--- config.mk ---
export PLATFORM = sky130hd
export DESIGN_NAME = cmp_seq_driver
export DESIGN_NICKNAME = d
export VERILOG_FILES = /design/src/rtl/cmp_seq_pkg.sv /design/src/rtl/gap_timer.sv /design/src/rtl/cmp_seq_driver.sv
export SDC_FILE = /design/constraint.sdc
export NUM_CORES = 1
export LEC_CHECK = 0
export CORE_MARGIN = 10
export CORE_UTILIZATION = 45
export CTS_CLUSTER_SIZE = 16
export DETAILED_ROUTE_END_ITERATION = 7
export MAX_ROUTING_LAYER = met4
export PLACE_DENSITY = 0.77
export SLEW_MARGIN = 40
export SYNTH_ARGS = -nofsm -noshare
export SYNTH_HDL_FRONTEND = slang
export SYNTH_HIERARCHICAL = 1
export SYNTH_SLANG_ARGS = --single-unit
--- constraint.sdc ---
create_clock -name CK -period 2.82 [get_ports CK]
set_clock_uncertainty 0.2 [all_clocks]
set_input_delay 0.564 -clock CK [delete_from_list [all_inputs] [get_ports CK]]
set_output_delay 0.564 -clock CK [all_outputs]
set_load 0.005 [all_outputs]
--- src/rtl/cmp_seq_pkg.sv ---
// Shared types and default widths for the compare-sequence driver.
// State encoding lives here so the driver and its bench agree on it.
package cmp_seq_pkg;

    localparam int CW_DEF = 17;
    localparam int SW_DEF = 16;

    typedef enum logic [2:0] {
        S_IDLE = 3'd0,
        S_LOAD = 3'd1,
        S_STEP = 3'd2,
        S_GAPW = 3'd3,
        S_FIN  = 3'd4
    } state_t;

endpackage

--- src/rtl/gap_timer.sv ---
// Loadable down-counter with a zero flag.
// Times the idle gap between consecutive step pulses.
module gap_timer #(
    parameter int W = 1
) (
    input  logic         i_clk,
    input  logic         i_rst_n,
    input  logic         i_load,
    input  logic [W-1:0] i_val,
    input  logic         i_dec,
    output logic         o_zero
);

    logic [W-1:0] r_cnt;

    always_ff @(posedge i_clk or negedge i_rst_n) begin
        if (!i_rst_n) begin
            r_cnt <= '0;
        end else if (i_load) begin
            r_cnt <= i_val;
        end else if (i_dec && (r_cnt != '0)) begin
            r_cnt <= r_cnt - 1'b1;
        end
    end

    assign o_zero = (r_cnt == '0);

endmodule

--- src/rtl/cmp_seq_driver.sv ---
// Drives step pulses and a compare-select vector into a counter/comparator,
// stopping on match, step limit or abort.
module cmp_seq_driver
    import cmp_seq_pkg::*;
#(
    parameter int CW  = CW_DEF,
    parameter int SW  = SW_DEF,
    parameter int GAP = 0
) (
    input  logic          CK,
    input  logic          RN,
    input  logic          START,
    input  logic          ABORT,
    input  logic [CW-1:0] SEL,
    input  logic [SW-1:0] MAX_STEPS,
    input  logic          Z,
    output logic          P_0,
    output logic [CW-1:0] C,
    output logic          BUSY,
    output logic          DONE,
    output logic          HIT,
    output logic [SW-1:0] STEPS
);

    localparam int GW = (GAP > 1) ? $clog2(GAP) : 1;
    // Timer is loaded with GAP-1 so that GAPW spans exactly GAP cycles
    localparam logic [GW-1:0] GAP_LD = (GAP > 0) ? GW'(GAP - 1) : '0;

    state_t        r_state;
    state_t        w_next;
    logic [SW-1:0] r_limit;
    logic [SW-1:0] r_steps;
    logic [CW-1:0] r_c;
    logic          r_p0;
    logic          r_done;
    logic          r_hit;
    logic [SW-1:0] w_step_inc;
    logic          w_at_limit;
    logic          w_start_ok;
    logic          w_gap_load;
    logic          w_gap_dec;
    logic          w_gap_zero;
    logic          w_hit_set;

    assign w_step_inc = r_steps + SW'(1);
    assign w_at_limit = (w_step_inc == r_limit);

    always_ff @(posedge CK or negedge RN) begin
        if (!RN) begin
            r_state <= S_IDLE;
        end else begin
            r_state <= w_next;
        end
    end

    always_comb begin
        w_next = r_state;
        unique case (r_state)
            S_IDLE: begin
                if (START) begin
                    w_next = (MAX_STEPS == '0) ? S_FIN : S_LOAD;
                end
            end
            S_LOAD: begin
                w_next = ABORT ? S_FIN : S_STEP;
            end
            S_STEP: begin
                if (ABORT || Z || w_at_limit) begin
                    w_next = S_FIN;
                end else if (GAP > 0) begin
                    w_next = S_GAPW;
                end else begin
                    w_next = S_STEP;
                end
            end
            S_GAPW: begin
                if (ABORT) begin
                    w_next = S_FIN;
                end else if (w_gap_zero) begin
                    w_next = S_STEP;
                end
            end
            S_FIN: begin
                w_next = S_IDLE;
            end
            default: begin
                w_next = S_IDLE;
            end
        endcase
    end

    always_comb begin
        w_start_ok = (r_state == S_IDLE) && START;
        w_gap_load = (r_state == S_STEP) && (w_next == S_GAPW);
        w_gap_dec  = (r_state == S_GAPW);
        // Abort outranks a coincident match
        w_hit_set  = (r_state == S_STEP) && !ABORT && Z;
        BUSY       = (r_state != S_IDLE);
    end

    always_ff @(posedge CK or negedge RN) begin
        if (!RN) begin
            r_c     <= '0;
            r_limit <= '0;
            r_steps <= '0;
            r_hit   <= 1'b0;
            r_p0    <= 1'b0;
            r_done  <= 1'b0;
        end else begin
            if (w_start_ok) begin
                r_c     <= SEL;
                r_limit <= MAX_STEPS;
                r_steps <= '0;
                r_hit   <= 1'b0;
            end else if (r_state == S_STEP) begin
                r_steps <= w_step_inc;
                if (w_hit_set) begin
                    r_hit <= 1'b1;
                end
            end
            r_p0   <= (w_next == S_STEP);
            r_done <= (w_next == S_FIN);
        end
    end

    gap_timer #(
        .W(GW)
    ) u_gap (
        .i_clk   (CK),
        .i_rst_n (RN),
        .i_load  (w_gap_load),
        .i_val   (GAP_LD),
        .i_dec   (w_gap_dec),
        .o_zero  (w_gap_zero)
    );

    assign P_0   = r_p0;
    assign DONE  = r_done;
    assign C     = r_c;
    assign HIT   = r_hit;
    assign STEPS = r_steps;

endmodule

==> metrics.csv <==
metric,value,unit
outcome,completed,
cts-buffers-inserted,5,
postCtsHoldBufs,0,
cp.arrival,2760,ps
nNetsFinal,441,
die_area,10600,µm²
reg2regPathDepth,8,
multiInputGateArea,1610,µm²
vias_per_cell,5.88,
ys_types,50,
cts_tree,yes,
grt_overflow_total,0,
vdd_drop_max,0.495,mV
root_buffer,clkbuf_8,
die_w,103,µm
worst_setup_path_start_kind,flop,
path_class,reg -> reg,
cp-endpoint,r_state[1],
clkSlewWorstSetupHoldPaths,110,ps
grt_pass1_vias,2878,
antenna_found_initial,0,
p_sw,0.00120,W
hold_class,in -> async,
crit_start,STEPS[0],
io-pin-count,75,
fillers,584,
worst_skew_pair.late_latency,320,ps
layout_min_cycle_time,2750,ps
post_drt_wl_per_cell,18.6,µm
synth_edf_count,0,
ff2ff_setup_slack,70,ps
drt-total-wl,8990,µm
drt_iter0_markers,184,
whs,67.4,ps
cp_max_fo,2,
n_antenna_cell,0,
synth_cells,312,
regArea,1400,µm²
p_sw_share,35.9,%
yosysWarnings,6,
grt_max_degree,40,
pwr-share-seq,39.6,%
utilization,61.8,%
worstMarginPinSlew,804,ps
core_area,6760,µm²
required,2830,ps
vias,2839,
ys_ff_latch,56,
cts_max_path_buffers,2,
cts.sinks,56,
firstDrtPassIters,4,
area_growth,34.9,%
setup_ws,69.5,ps
synth_flop_cell,dfrtp_1,
rr_endpoint,r_state[1],
leakage,1.64,nW
ys_async_sr_fraction,100,%
avgSynthCellArea,9.92,µm²
ant_nets,0,
maxCapViolations,0,
grtUsageTotal,17.9,%
grt_pass1_wl,14500,µm
std_cell_rows,30,
drc,0,
power_density,799,nW/µm²
htreeDepth,2,
seq_area_frac_synth,45.3,%
detailed_place_hpwl,6890,µm
comb_power_share,46.3,%
timing.rr.start,STEPS[0],
dp_slack,105,ps
die_h,103,µm
gp_congestion,0.987,
crit_path_end_kind,flop,
finalSetupViolCount,0,
slew_headroom,46.4,%
hold_violations,0,
start_util,45.8,%
p_int,0.00214,W
syn-cell-area,3100,µm²
post-route-period-util,97.5,%
portBuffers,74,
drv_slew,0,
clkPwrFrac,14.0,%
drive_gt1_share,19.9,%
fmax,364,MHz
## worst min path at each step
stage | startpoint | endpoint | slack, ps | depth (start not counted)
6_report | RN | C[15] | 70 | 1
5_1_grt | RN | C[2] | 90 | 1
4_1_cts | RN | C[15] | 80 | 1
3_5_place_dp | C[9] | C[9] | 290 | 1
3_3_place_gp | HIT | HIT | 290 | 2
2_1_floorplan | RN | C[0] | 70 | 0
## cells in the final DEF, fill, tap and decap left out, types with 8 or more instances in the layout
cell / count
clkdlybuf4s50_1: 73
nor4_1: 8
mux2_2: 32
nand2_1: 19
buf_4: 25
xnor2_1: 13
nor2_1: 23
dfrtp_1: 55
inv_1: 8
o21ai_0: 23
a21oi_1: 16
## power by group through the flow
stage / clock network, W / logic [W] / registers (W)
floorplan: 0 / 0.000864 / 0.00130
global placement: 0 / 0.00150 / 0.00132
detailed placement: 0 / 0.00153 / 0.00134
CTS: 0.000480 / 0.00155 / 0.00132
global route: 0.000513 / 0.00168 / 0.00136
finish: 0.000468 / 0.00154 / 0.00132
## final cells by class
| type | count | area share (%) |
|---|---|---|
| Timing Repair Buffer | 100 | 22.6 |
| Inverter | 9 | 0.809 |
| Clock inverter | 2 | 0.420 |
| Clock buffer | 6 | 1.74 |
| Tap cell | 80 | 2.40 |
| Multi-Input combinational cell | 230 | 38.4 |
| Sequential cell | 56 | 33.6 |
## flip-flops by register name (all words and copies together), names as in the netlist
name,cells
C,17
STEPS,16
r_limit,16
r_state,3
DONE,1
HIT,1
P_0,1
u_gap/r_cnt,1
## synthesized netlist by cell type (3+ instances only)
library cell | count | area, µm²
a21oi_1 | 16 | 80.1
clkbuf_1 | 10 | 37.5
o21ai_0 | 23 | 115
xnor2_1 | 14 | 123
nor2_1 | 25 | 93.8
nand4_1 | 7 | 43.8
nor3_1 | 5 | 25.0
nor2b_1 | 4 | 25.0
and2_1 | 3 | 18.8
and4_1 | 3 | 26.3
xor2_1 | 5 | 43.8
mux2_2 | 32 | 360
or4_1 | 3 | 22.5
nand2_1 | 19 | 71.3
buf_2 | 4 | 20.0
a31oi_1 | 4 | 25.0
inv_1 | 8 | 30.0
nand3_1 | 8 | 40.0
nand2b_1 | 5 | 31.3
dfrtp_1 | 56 | 1400
nor4_1 | 9 | 56.3
or3_1 | 4 | 25.0
nand3b_1 | 3 | 22.5
buf_4 | 3 | 22.5
o31ai_1 | 5 | 37.5
o41ai_1 | 5 | 43.8
## stage by stage
stage          total power [W]  cells  cell area, µm²  setup TNS, ps
5_1_grt                0.00355    483            4180          -8.30
4_1_cts                0.00335    481            4140              0
2_1_floorplan          0.00216    314            3110              0
3_3_place_gp           0.00282    473            4050              0
3_5_place_dp           0.00287    473            4050              0
6_report               0.00334    483            4180              0
## routing by layer
| metal | vias up | part of all wire (%) | GRT usage [%] |
|---|---|---|---|
| li1 | 1318 | - | - |
| met2 | 115 | 47 | 28.1 |
| met3 | 24 | 7.3 | 5.03 |
| met5 | - | 0 | - |
| met1 | 1382 | 43 | 21.4 |
| met4 | 0 | 2.9 | 6.63 |
## critical path, cell delays in order (launching register included)
cell and delay (ps):
dfrtp_2 420, ha_2 290, xor2_1 170, a311o_1 300
nor4b_1 260, o2111ai_1 150, or4_4 510, o311ai_4 240
a21oi_1 110
## kinds of logic (layout without fill, tap and decap cells)
logic type               Yosys count  in the layout  synth area share (%)
AO/OA/AOI/OAI                     68             68                  14.3
buffers and inverters             28            117                  4.16
AND/OR/NAND/NOR                  105            105                  18.0
adder cells (fa/ha/maj)            1              1                 0.404
other                              1              3                 0.121
flip-flops                        56             56                  45.3
XOR/XNOR                          19             19                  5.38
multiplexers                      34             34                  12.3
## what timing repair did
action / in CTS / in global routing
endpoints found under the hold margin: 0 / 0
endpoints found under the setup margin: 0 / 3
resized for setup: 0 / 4
buffers inserted: 0 / 2
Power figures use the tool's default switching activity.
